## src/rtl/uart_tx_fifo.sv

```systemverilog
// Parametrised UART transmitter fed by a valid/ready FIFO; frames are sent back-to-back.
// Define UART_TX_PARITY_EN to insert a parity bit after the data bits (sense chosen by PARITY_ODD).
module uart_tx_fifo #(
  parameter int CLK_FREQ   = 50_000_000,
  parameter int UART_BPS   = 115200,
  parameter int DATA_BITS  = 8,
  parameter int STOP_BITS  = 1,
  parameter int FIFO_DEPTH = 16,
  parameter int PARITY_ODD = 0
) (
  input  logic                          sys_clk,
  input  logic                          sys_rst,
  input  logic [DATA_BITS-1:0]          tx_data,
  input  logic                          tx_valid,
  output logic                          tx_ready,
  output logic                          uart_txd,
  output logic                          uart_tx_busy,
  output logic [$clog2(FIFO_DEPTH):0]   fifo_count
);

  localparam int BPS_CNT = CLK_FREQ / UART_BPS;
  localparam int AW      = $clog2(FIFO_DEPTH);
  localparam int CW      = $clog2(BPS_CNT + 1);
  localparam int IW      = $clog2(DATA_BITS + 1);

  localparam logic [CW-1:0] BAUD_LAST = CW'(BPS_CNT - 1);
  localparam logic [CW-1:0] BAUD_ONE  = {{(CW-1){1'b0}}, 1'b1};
  localparam logic [IW-1:0] DATA_LAST = IW'(DATA_BITS - 1);
  localparam logic [IW-1:0] STOP_LAST = IW'(STOP_BITS - 1);
  localparam logic [IW-1:0] IDX_ONE   = {{(IW-1){1'b0}}, 1'b1};
  localparam logic [AW:0]   PTR_ONE   = {{AW{1'b0}}, 1'b1};

  localparam logic [2:0] S_IDLE   = 3'd0;
  localparam logic [2:0] S_START  = 3'd1;
  localparam logic [2:0] S_DATA   = 3'd2;
  localparam logic [2:0] S_STOP   = 3'd4;
`ifdef UART_TX_PARITY_EN
  localparam logic [2:0] S_PARITY = 3'd3;
`endif

  // Reject parameter sets the bit counters and FIFO pointers cannot represent.
  if (DATA_BITS < 5 || DATA_BITS > 9 || (STOP_BITS != 1 && STOP_BITS != 2) ||
      FIFO_DEPTH < 2 || (FIFO_DEPTH & (FIFO_DEPTH - 1)) != 0 ||
      PARITY_ODD < 0 || PARITY_ODD > 1 || BPS_CNT < 2) begin : g_bad_cfg
    $error("uart_tx_fifo: illegal parameter set");
  end

`ifdef UART_TX_PARITY_EN
  function automatic logic parity_of(input logic [DATA_BITS-1:0] word);
    return (^word) ^ (PARITY_ODD != 0);
  endfunction
  logic par_q, par_d;
`endif

  logic [DATA_BITS-1:0] mem_q [FIFO_DEPTH];
  logic [AW:0]          wptr_q, wptr_d, rptr_q, rptr_d, count_q, count_d;
  logic [2:0]           state_q, state_d;
  logic [CW-1:0]        baud_q, baud_d;
  logic [IW-1:0]        idx_q, idx_d;
  logic [DATA_BITS-1:0] shift_q, shift_d;
  logic                 txd_q, txd_d, busy_q, busy_d, ready_q, ready_d;
  logic                 push_s, pop_s, empty_s, bit_end_s;
  logic [DATA_BITS-1:0] rd_word_s;

  assign push_s    = tx_valid && ready_q;
  assign empty_s   = (wptr_q == rptr_q);
  assign bit_end_s = (baud_q == BAUD_LAST);
  assign rd_word_s = mem_q[rptr_q[AW-1:0]];

  // Next-state logic: frame sequencer, baud counter and FIFO pointer bookkeeping.
  always_comb begin
    state_d = state_q;
    idx_d   = idx_q;
    shift_d = shift_q;
    txd_d   = txd_q;
    pop_s   = 1'b0;
`ifdef UART_TX_PARITY_EN
    par_d   = par_q;
`endif
    if (state_q == S_IDLE || bit_end_s) begin
      baud_d = '0;
    end else begin
      baud_d = baud_q + BAUD_ONE;
    end
    case (state_q)
      S_IDLE: begin
        if (!empty_s) begin
          pop_s   = 1'b1;
          shift_d = rd_word_s;
`ifdef UART_TX_PARITY_EN
          par_d   = parity_of(rd_word_s);
`endif
          state_d = S_START;
          txd_d   = 1'b0;
        end else begin
          txd_d = 1'b1;
        end
      end
      S_START: begin
        if (bit_end_s) begin
          state_d = S_DATA;
          idx_d   = '0;
          txd_d   = shift_q[0];
        end else begin
          txd_d = 1'b0;
        end
      end
      S_DATA: begin
        if (bit_end_s && idx_q == DATA_LAST) begin
`ifdef UART_TX_PARITY_EN
          state_d = S_PARITY;
          txd_d   = par_q;
`else
          state_d = S_STOP;
          idx_d   = '0;
          txd_d   = 1'b1;
`endif
        end else if (bit_end_s) begin
          shift_d = {1'b0, shift_q[DATA_BITS-1:1]};
          idx_d   = idx_q + IDX_ONE;
          txd_d   = shift_q[1];
        end else begin
          txd_d = shift_q[0];
        end
      end
`ifdef UART_TX_PARITY_EN
      S_PARITY: begin
        if (bit_end_s) begin
          state_d = S_STOP;
          idx_d   = '0;
          txd_d   = 1'b1;
        end else begin
          txd_d = par_q;
        end
      end
`endif
      S_STOP: begin
        // A waiting word chains straight into the next start bit.
        if (bit_end_s && idx_q == STOP_LAST && !empty_s) begin
          pop_s   = 1'b1;
          shift_d = rd_word_s;
`ifdef UART_TX_PARITY_EN
          par_d   = parity_of(rd_word_s);
`endif
          state_d = S_START;
          txd_d   = 1'b0;
        end else if (bit_end_s && idx_q == STOP_LAST) begin
          state_d = S_IDLE;
          txd_d   = 1'b1;
        end else if (bit_end_s) begin
          idx_d = idx_q + IDX_ONE;
        end else begin
          txd_d = 1'b1;
        end
      end
      default: begin
        state_d = S_IDLE;
        txd_d   = 1'b1;
      end
    endcase
    wptr_d  = push_s ? (wptr_q + PTR_ONE) : wptr_q;
    rptr_d  = pop_s  ? (rptr_q + PTR_ONE) : rptr_q;
    count_d = wptr_d - rptr_d;
    ready_d = !((wptr_d[AW] != rptr_d[AW]) && (wptr_d[AW-1:0] == rptr_d[AW-1:0]));
    busy_d  = (state_d != S_IDLE);
  end

  // State registers with synchronous reset; reset discards the FIFO by clearing pointers.
  always_ff @(posedge sys_clk) begin
    if (sys_rst) begin
      state_q <= S_IDLE;
      baud_q  <= '0;
      idx_q   <= '0;
      shift_q <= '0;
      txd_q   <= 1'b1;
      busy_q  <= 1'b0;
      ready_q <= 1'b1;
      count_q <= '0;
      wptr_q  <= '0;
      rptr_q  <= '0;
`ifdef UART_TX_PARITY_EN
      par_q   <= 1'b0;
`endif
    end else begin
      state_q <= state_d;
      baud_q  <= baud_d;
      idx_q   <= idx_d;
      shift_q <= shift_d;
      txd_q   <= txd_d;
      busy_q  <= busy_d;
      ready_q <= ready_d;
      count_q <= count_d;
      wptr_q  <= wptr_d;
      rptr_q  <= rptr_d;
`ifdef UART_TX_PARITY_EN
      par_q   <= par_d;
`endif
    end
  end

  // FIFO storage needs no reset: only entries between the pointers are ever read.
  always_ff @(posedge sys_clk) begin
    if (push_s) begin
      mem_q[wptr_q[AW-1:0]] <= tx_data;
    end
  end

  assign tx_ready     = ready_q;
  assign uart_txd     = txd_q;
  assign uart_tx_busy = busy_q;
  assign fifo_count   = count_q;

endmodule

```

## config.mk

```make
export PLATFORM = sky130hd
export DESIGN_NAME = uart_tx_fifo
export DESIGN_NICKNAME = d
export VERILOG_FILES = /design/src/rtl/uart_tx_fifo.sv
export SDC_FILE = /design/constraint.sdc
export NUM_CORES = 1
export LEC_CHECK = 0
export CORE_ASPECT_RATIO = 0.5
export CORE_MARGIN = 5
export CORE_UTILIZATION = 50
export CTS_CLUSTER_DIAMETER = 150
export DETAILED_ROUTE_END_ITERATION = 16
export PLACE_DENSITY = 0.67
export SLEW_MARGIN = 30
export SYNTH_ARGS = -nofsm -noshare
export SYNTH_HDL_FRONTEND = slang
export SYNTH_SLANG_ARGS = --single-unit
```

## constraint.sdc

```tcl
create_clock -name sys_clk -period 3.6 [get_ports sys_clk]
set_clock_uncertainty 0.15 [all_clocks]
set_input_delay 0.54 -clock sys_clk [delete_from_list [all_inputs] [get_ports sys_clk]]
set_output_delay 0.54 -clock sys_clk [all_outputs]
set_load 0.005 [all_outputs]
```

==> impl_metrics.json, run 1 <==
{
  "vias": 3724,
  "outcome": "finished clean",
  "slew_violations": 0,
  "cts_tree": "yes",
  "crit_path_max_fanout": 6,
  "place_area_sq_mm": 0.00756,
  "fmax_mhz": 295,
  "cts.sinks": 170,
  "cp_slowest_cell": "or4b_1",
  "grt.overflow.total": 0,
  "diodes": 0,
  "drt_pass1_iterations": 4,
  "portBuffers": 18,
  "die_h_um": 94.7,
  "grt_use_total": 0.174,
  "die_w_um": 179,
  "htreeDepth": 4,
  "layout.cell_area.non_filler_sq_mm": 0.00816,
  "register_area_sq_mm": 0.00469,
  "final_common_cell": "edfxtp_1",
  "synth.yosys.seq_area_share": 0.654,
  "drc": 0,
  "clockBufferDepth": 2,
  "path_common_cell": "ha_1",
  "crit_chain": "inv_1 -> ha_1 -> or4b_1 -> o32a_4 -> a211oi_4 -> mux2_4 -> xor2_1 -> ha_1 -> nor2_1 -> o221a_2 -> nor4_1 -> nor3_2",
  "postCtsHoldBufs": 0,
  "core_sq_mm": 0.0138,
  "grt_max_degree": 36,
  "cts_root_buf": "clkbuf_16",
  "hold_violations": 0,
  "ys.flop_type": "edfxtp_1",
  "clock_latency_ns": 0.43,
  "finalCriticalPeriod_ns": 3.39,
  "wl_met2_mm": 5.95,
  "place_hpwl_mm": 8.39,
  "top_layer_used": "met4",
  "end_kind": "flip-flop",
  "wl_met1_mm": 6.44,
  "final_nets": 492,
  "cts_resized": 0,
  "place.gp.congestion": 0.762,
  "path_class": "flip-flop to flip-flop",
  "final_cell_mix": "edfxtp_1, nor2_1, dfxtp_1",
  "wl_per_cell_um": 19.8,
  "power_density_mw_per_mm2": 634,
  "rsz0062_at_grt": "false",
  "multiInputGateArea_sq_mm": 0.00236,
  "start_util": 0.520,
  "num_io_pins": 19,
  "pre_cts_slack_ns": 0.222,
  "synth_fp_nets": 469,
  "wirelength_mm": 13.3,
  "fillCellCount": 1041,
  "viasPerCell": 5.53,
  "drv_cap": 0,
  "synthCells": 446,
  "clk_pin_slew_ns": 0.07,
  "min_period_over_period": 0.942,
  "first_global_vias": 3678,
  "setup_viol": 0,
  "hold_class": "flip-flop to flip-flop",
  "ant_nets": 0,
  "syn_area_sq_mm": 0.00717,
  "crit_buf_inv": 1,
  "wl_met3_um": 743,
  "post_cts_buffers": 0,
  "grt_first_pass_wirelength_mm": 21.4,
  "synth_cell_types": 50,
  "async_flop_share": 0,
  "setup_ws_ns": 0.209,
  "worstPathRequired_ns": 3.74,
  "row_count": 30,
  "slew_headroom": 0.557,
  "cp_data_arrival_time_ns": 3.53,
  "drtIter0Drc": 332,
  "syn_area_per_cell_sq_um": 16.1,
  "yosysWarnings": 0,
  "ys_ff_latch": 170,
  "finalSetupTns_ns": 0,
  "synth_edf_count": 128,
  "max_slew.worst_pin.slew_ns": 0.665,
  "whs_ns": 0.318,
  "vdd_ir_drop_max_v": 0.000329,
  "drive_above_1_share": 0.193,
  "max_stage_delay_ns": 0.45,
  "die-area_sq_mm": 0.0170,
  "cts_buffers": 17,
  "areaGrowthSynthToFinish_pct": 13.8,
  "cp-start-kind": "flip-flop",
  "leakagePower_uw": 0.00266,
  "cpLargestDelayFamily": "simple AND/OR/NAND/NOR gates",
  "antenna_found_initial": 0
}
-- Yosys cell counts, drive strengths merged (2+ instances only) --
library cell / count / share of area
nand3: 5 / 0.0035
edfxtp: 128 / 0.54
dfxtp: 42 / 0.12
and3: 6 / 0.0052
a21oi: 6 / 0.0042
o21ai: 4 / 0.0028
xor2: 14 / 0.017
inv: 10 / 0.0052
nor2: 44 / 0.023
buf: 8 / 0.0049
nor3: 10 / 0.0091
ha: 12 / 0.021
clkbuf: 13 / 0.0068
mux2i: 9 / 0.013
nand2b: 2 / 0.0017
nor2b: 10 / 0.0087
nand4: 5 / 0.0044
nand2: 10 / 0.0052
xnor2: 14 / 0.019
or2: 2 / 0.0017
a21o: 2 / 0.0021
and2: 14 / 0.012
or3: 3 / 0.0026
nor3b: 3 / 0.0031
o22a: 2 / 0.0024
o211ai: 2 / 0.0021
mux4: 40 / 0.13
a211oi: 10 / 0.012
-- area by class of cell --
class,count,share of cell area
clock buffers,17,0.0522
clock inverters,15,0.0213
inverters,10,0.00460
multi-input cells,245,0.289
flip-flops and latches,170,0.575
well taps,192,0.0295
repair buffers,25,0.0285
-- stage by stage --
stage                     total power, uW  cells  utilization
after global routing                 5440    674        0.592
final                                5170    674        0.592
after floorplan                      3150    446            -
after global placement               3420    642        0.549
after CTS                            5220    674        0.592
after detailed placement             3430    642        0.549
-- registers in the layout, summed over array words and instances (netlist names) --
register / count
shift_q: 8
baud_q: 9
wptr_q: 5
mem_q: 128
uart_tx_busy: 1
uart_txd: 1
tx_ready: 1
state_q: 3
idx_q: 4
rptr_q: 5
fifo_count: 5
-- layer usage --
layer,up-vias,GRT usage
li1,1767,-
met1,1859,0.255
met2,82,0.253
met3,16,0.0496
met4,0,0.0564
met5,-,0
-- cell families (layout without fill, tap and decap cells) --
family,count (synthesis),count (layout),share of synthesized area
AOI/OAI and AO/OA,36,36,0.0426
DFF,170,170,0.654
adders and majority gates,12,12,0.0210
buffers and inverters,31,67,0.0169
muxes,50,50,0.140
xor gates and xnor gates,28,28,0.0363
and+or+nand+nor,119,119,0.0891
-- report_power, final --
group	total, uW	leakage [uW]	switching (uW)	internal [uW]
logic	1080	0.000876	526	550
clock network	1800	0.000285	862	935
registers	2300	0.00150	72.4	2220
total	5170	0.00266	1460	3710
-- path summary, 6_finish.rpt --
path	startpoint	cells after the start	end	slack, ns
hold reg to reg	baud_q[0]	1	baud_q[0]	0.32
hold / removal	baud_q[0]	1	baud_q[0]	0.32
setup / recovery	idx_q[0]	12	fifo_count[4]	0.21
setup reg to reg	idx_q[0]	12	fifo_count[4]	0.21
Power figures use the tool's default switching activity.
==> run 2: changes to the inputs <==
==> constraint.sdc (replaced) <==
create_clock -name sys_clk -period 4.4 [get_ports sys_clk]
set_clock_uncertainty 0.15 [all_clocks]
set_input_delay 0.66 -clock sys_clk [delete_from_list [all_inputs] [get_ports sys_clk]]
set_output_delay 0.66 -clock sys_clk [all_outputs]
set_load 0.005 [all_outputs]
==> run 2 against run 1 <==
Effect of this change: count of clock-buffer cells in the layout stayed put; final area is 0.40% lower; hold slack worse by 0.0035 ns; clock power is 21% lower; global-route usage is 0.20 points lower; critical path depth stayed put; die area stayed put; setup slack better by 0.83 ns; first-iteration DRC count is 3.9% higher; sequential share of layout area is 0.23 points higher; register-to-register slack better by 0.83 ns; final cell count is 0.15% lower; largest power group unchanged.
==> impl_metrics.json, run 2 (same netlist as run 1, synthesis figures left out) <==
{
  "clockBufferDepth": 2,
  "p_switching_uw": 1170,
  "cp-start-kind": "flip-flop",
  "place_hpwl_mm": 8.61,
  "grt_max_degree": 36,
  "p_int_uw": 3030,
  "portBuffers": 18,
  "diodes": 0,
  "largest_reg_flops": 128,
  "first_global_vias": 3737,
  "gr-max-usage-layer": "met2",
  "use_met1": 0.251,
  "setup_viol": 0,
  "wirelength_mm": 13.4,
  "postCtsHoldBufs": 0,
  "setup_ws_ns": 1.03,
  "start_util": 0.520,
  "die-area_sq_mm": 0.0170,
  "grt_use_total": 0.172,
  "clk_pin_slew_ns": 0.08,
  "grt_first_pass_wirelength_mm": 21.4,
  "antenna_found_initial": 0,
  "cts_buffers": 17,
  "max_slew.worst_pin.slew_ns": 0.698,
  "fmax_mhz": 297,
  "power_density_mw_per_mm2": 517,
  "finalSetupTns_ns": 0,
  "slew_violations": 0,
  "wl_per_cell_um": 19.9,
  "hold_violations": 0,
  "die_w_um": 179,
  "core_sq_mm": 0.0138,
  "seqPwrFrac": 0.447,
  "grt_use_met3": 0.0384,
  "path_class": "flip-flop to flip-flop",
  "cp_data_arrival_time_ns": 3.51,
  "outcome": "finished clean",
  "cts_resized": 0,
  "place.gp.congestion": 0.798,
  "clock_latency_ns": 0.43,
  "cp_slowest_cell": "or4b_1",
  "crit_path_max_fanout": 6,
  "worstPathRequired_ns": 4.55,
  "cts_tree": "yes",
  "drtIter0Drc": 345,
  "final_nets": 491,
  "drc": 0,
  "layout.cells.non_filler": 673,
  "pwr-share-comb": 0.211,
  "vias": 3713,
  "hold_class": "flip-flop to flip-flop",
  "switching_share": 0.279,
  "cts.sinks": 170,
  "crit_chain": "inv_1 -> ha_1 -> or4b_1 -> o32a_4 -> a211oi_4 -> mux2_4 -> xor2_1 -> ha_1 -> nor2_1 -> o221a_2 -> nor4_1 -> nor3_2",
  "place_inst": 641,
  "pre_cts_slack_ns": 1.03,
  "rsz0062_at_grt": "false",
  "final_cell_mix": "edfxtp_1, nor2_1, dfxtp_1",
  "row_count": 30,
  "leakagePower_uw": 0.00265,
  "die_h_um": 94.7,
  "fillCellCount": 1056,
  "grtUsageMet2": 0.260,
  "post_cts_buffers": 0,
  "vdd_ir_drop_max_v": 0.000349,
  "cts_root_buf": "clkbuf_16",
  "grt.overflow.total": 0,
  "final_common_cell": "edfxtp_1",
  "end_kind": "flip-flop",
  "htreeDepth": 4,
  "drv_cap": 0,
  "ant_nets": 0,
  "areaGrowthSynthToFinish_pct": 13.4,
  "min_period_over_period": 0.765,
  "finalCriticalPeriod_ns": 3.37,
  "num_io_pins": 19,
  "p_total_uw": 4200,
  "viasPerCell": 5.52,
  "path_common_cell": "ha_1",
  "p_clk_frac": 0.341,
  "drive_above_1_share": 0.189,
  "slew_headroom": 0.535,
  "max_stage_delay_ns": 0.46,
  "drt_pass1_iterations": 5
}
## run 2: area by class of cell
type / count / area (sq um) / area share
sequential: 170 / 4690 / 0.577
multi-input combinational: 245 / 2360 / 0.291
clock buffer: 17 / 425 / 0.0524
tap: 192 / 240 / 0.0296
timing repair buffer: 24 / 225 / 0.0277
clock inverter: 15 / 149 / 0.0183
inverter: 10 / 37.5 / 0.00462
## run 2: layer usage
| metal | vias to the layer above | share of wire |
|---|---|---|
| met5 | - | 0 |
| met4 | 0 | 0.016 |
| met3 | 15 | 0.047 |
| met2 | 78 | 0.46 |
| met1 | 1859 | 0.48 |
| li1 | 1761 | - |
## run 2: path summary, 6_finish.rpt
check                  from             to  slack (ns)  cells after the start
setup / recovery   idx_q[0]  fifo_count[4]        1.03                     12
hold / removal    baud_q[0]      baud_q[0]        0.31                      1
setup reg to reg   idx_q[0]  fifo_count[4]        1.03                     12
hold reg to reg   baud_q[0]      baud_q[0]        0.31                      1
## run 2: power by group through the flow
stage / registers (uW) / logic [uW] / clock network (uW)
6_report: 1880 / 886 / 1430
5_1_grt: 1890 / 981 / 1540
4_1_cts: 1880 / 900 / 1460
3_5_place_dp: 1910 / 896 / 0
3_3_place_gp: 1910 / 888 / 0
2_1_floorplan: 1890 / 683 / 0
## run 2: worst max-delay path: cells and delay by family (launching register included)
family                     cells  cell delay, ns
and+or+nand+nor                4            0.92
xor gates and xnor gates       1            0.19
buffers and inverters          1            0.09
adders and majority gates      2            0.35
AOI/OAI and AO/OA              3            0.85
muxes                          1            0.37
DFF                            1            0.33
## run 2: metrics by stage
step | hold slack [ns] | area, sq um | util
final | 0.314 | 8120 | 0.590
after global routing | 0.366 | 8120 | 0.590
after CTS | 0.319 | 8120 | 0.590
after detailed placement | 0.302 | 7550 | 0.548
after global placement | 0.295 | 7550 | 0.548
after floorplan | 0.280 | 7170 | -
==> run 3: changes to the inputs <==
==> constraint.sdc (replaced) <==
create_clock -name sys_clk -period 3.5 [get_ports sys_clk]
set_clock_uncertainty 0.15 [all_clocks]
set_input_delay 0.525 -clock sys_clk [delete_from_list [all_inputs] [get_ports sys_clk]]
set_output_delay 0.525 -clock sys_clk [all_outputs]
set_load 0.005 [all_outputs]
==> run 3 against run 2 <==
Effect of this change: first-iteration DRC count decreased by 5.8%; global-route usage decreased by 0.083 points; core utilization increased by 0.62 points; total power increased by 29%; sequential power increased by 26%; largest power group unchanged; combinational power increased by 29%; count of clock-buffer cells in the layout unchanged; register-to-register slack got worse by 0.87 ns; critical path depth unchanged.
==> impl_metrics.json, run 3 (same netlist as run 1, synthesis figures left out) <==
{
  "outcome": "finished clean",
  "num_io_pins": 19,
  "clockBufferDepth": 2,
  "place.gp.congestion": 0.776,
  "clk_pin_slew_ns": 0.07,
  "leakagePower_uw": 0.00269,
  "pre_cts_slack_ns": 0.181,
  "ant_nets": 0,
  "htreeDepth": 4,
  "multiInputGateArea_sq_mm": 0.00236,
  "drt_pass1_iterations": 7,
  "cts_resized": 0,
  "layout.cells.non_filler": 677,
  "cts_tree": "yes",
  "finalCriticalPeriod_ns": 3.33,
  "max_slew.worst_pin.slew_ns": 0.786,
  "place_hpwl_mm": 8.59,
  "drive_above_1_share": 0.198,
  "cts_buffers": 17,
  "end_kind": "flip-flop",
  "wl_per_cell_um": 19.7,
  "fmax_mhz": 300,
  "vdd_ir_drop_max_v": 0.000439,
  "post_cts_buffers": 0,
  "register_area_sq_mm": 0.00469,
  "crit_path_max_fanout": 5,
  "hold_class": "flip-flop to flip-flop",
  "cp-start-kind": "flip-flop",
  "path_class": "flip-flop to flip-flop",
  "fillCellCount": 1037,
  "slew_headroom": 0.474,
  "viasPerCell": 5.44,
  "final_common_cell": "edfxtp_1",
  "die_h_um": 94.7,
  "slew_violations": 0,
  "clock_latency_ns": 0.43,
  "grt_use_total": 0.171,
  "setup_viol": 0,
  "final_cell_mix": "edfxtp_1, nor2_1, dfxtp_1",
  "row_count": 30,
  "place_inst": 645,
  "portBuffers": 18,
  "first_global_vias": 3748,
  "min_period_over_period": 0.952,
  "post-route-util": 0.596,
  "areaGrowthSynthToFinish_pct": 14.5,
  "rsz0062_at_grt": "false",
  "cts.sinks": 170,
  "wirelength_mm": 13.4,
  "start_util": 0.520,
  "grt_max_degree": 36,
  "grt.overflow.total": 0,
  "drtIter0Drc": 325,
  "power_density_mw_per_mm2": 661,
  "cp_data_arrival_time_ns": 3.46,
  "layout.cell_area.non_filler_sq_mm": 0.00821,
  "die_w_um": 179,
  "diodes": 0,
  "cts_root_buf": "clkbuf_16",
  "antenna_found_initial": 0,
  "setup_ws_ns": 0.169,
  "postCtsHoldBufs": 0,
  "drv_cap": 0,
  "grt_first_pass_wirelength_mm": 21.0,
  "vias": 3683,
  "finalSetupTns_ns": 0,
  "hold_violations": 0,
  "worstPathRequired_ns": 3.63,
  "core_sq_mm": 0.0138,
  "largest_reg_flops": 128,
  "final_nets": 495,
  "die-area_sq_mm": 0.0170,
  "drc": 0,
  "place_area_sq_mm": 0.00758
}
run 3: cell count changes in the layout (fill, tap and decap cells not counted), sizes merged:
cell and change:
buf +4
run 3: worst paths after layout:
path                                 from       endpoint  slack (ns)  cells after the start
worst min register to register  baud_q[0]      baud_q[0]        0.33                      1
worst max register to register   idx_q[0]  fifo_count[4]        0.17                     12
worst max-delay path             idx_q[0]  fifo_count[4]        0.17                     12
worst min-delay path            baud_q[0]      baud_q[0]        0.33                      1
run 3: worst max-delay path, stage by stage (launching register included):
cell and delay, ns:
dfxtp_1 0.33, inv_1 0.09, ha_1 0.16, or4b_1 0.45
o32a_4 0.36, a211oi_4 0.31, mux2_4 0.37, xor2_1 0.19
ha_1 0.20, nor2_1 0.05, o221a_2 0.12, nor4_1 0.34
nor3_2 0.08
run 3: power breakdown:
part	internal [uW]	total, uW	switching, uW
Sequential	2290	2370	83.0
Combinational	585	1140	551
Clock	991	1920	928
run 3: stage by stage:
step           hold WS [ns]  power, uW
2_1_floorplan         0.280       3240
3_3_place_gp          0.299       3540
3_5_place_dp          0.309       3560
4_1_cts               0.324       5480
5_1_grt               0.342       5710
6_report              0.326       5430
run 3: area by class of cell:
class,instances,area share
timing repair buffer,28,0.0311
sequential,170,0.571
inverter,10,0.00457
clock inverter,15,0.0248
tap,192,0.0293
multi-input combinational,245,0.287
clock buffer,17,0.0518
run 3: routing by layer:
metal | part of all wire | global-route usage
met1 | 0.48 | 0.243
met2 | 0.47 | 0.264
met3 | 0.053 | 0.0440
met4 | 0.0058 | 0.0494
met5 | 0 | 0
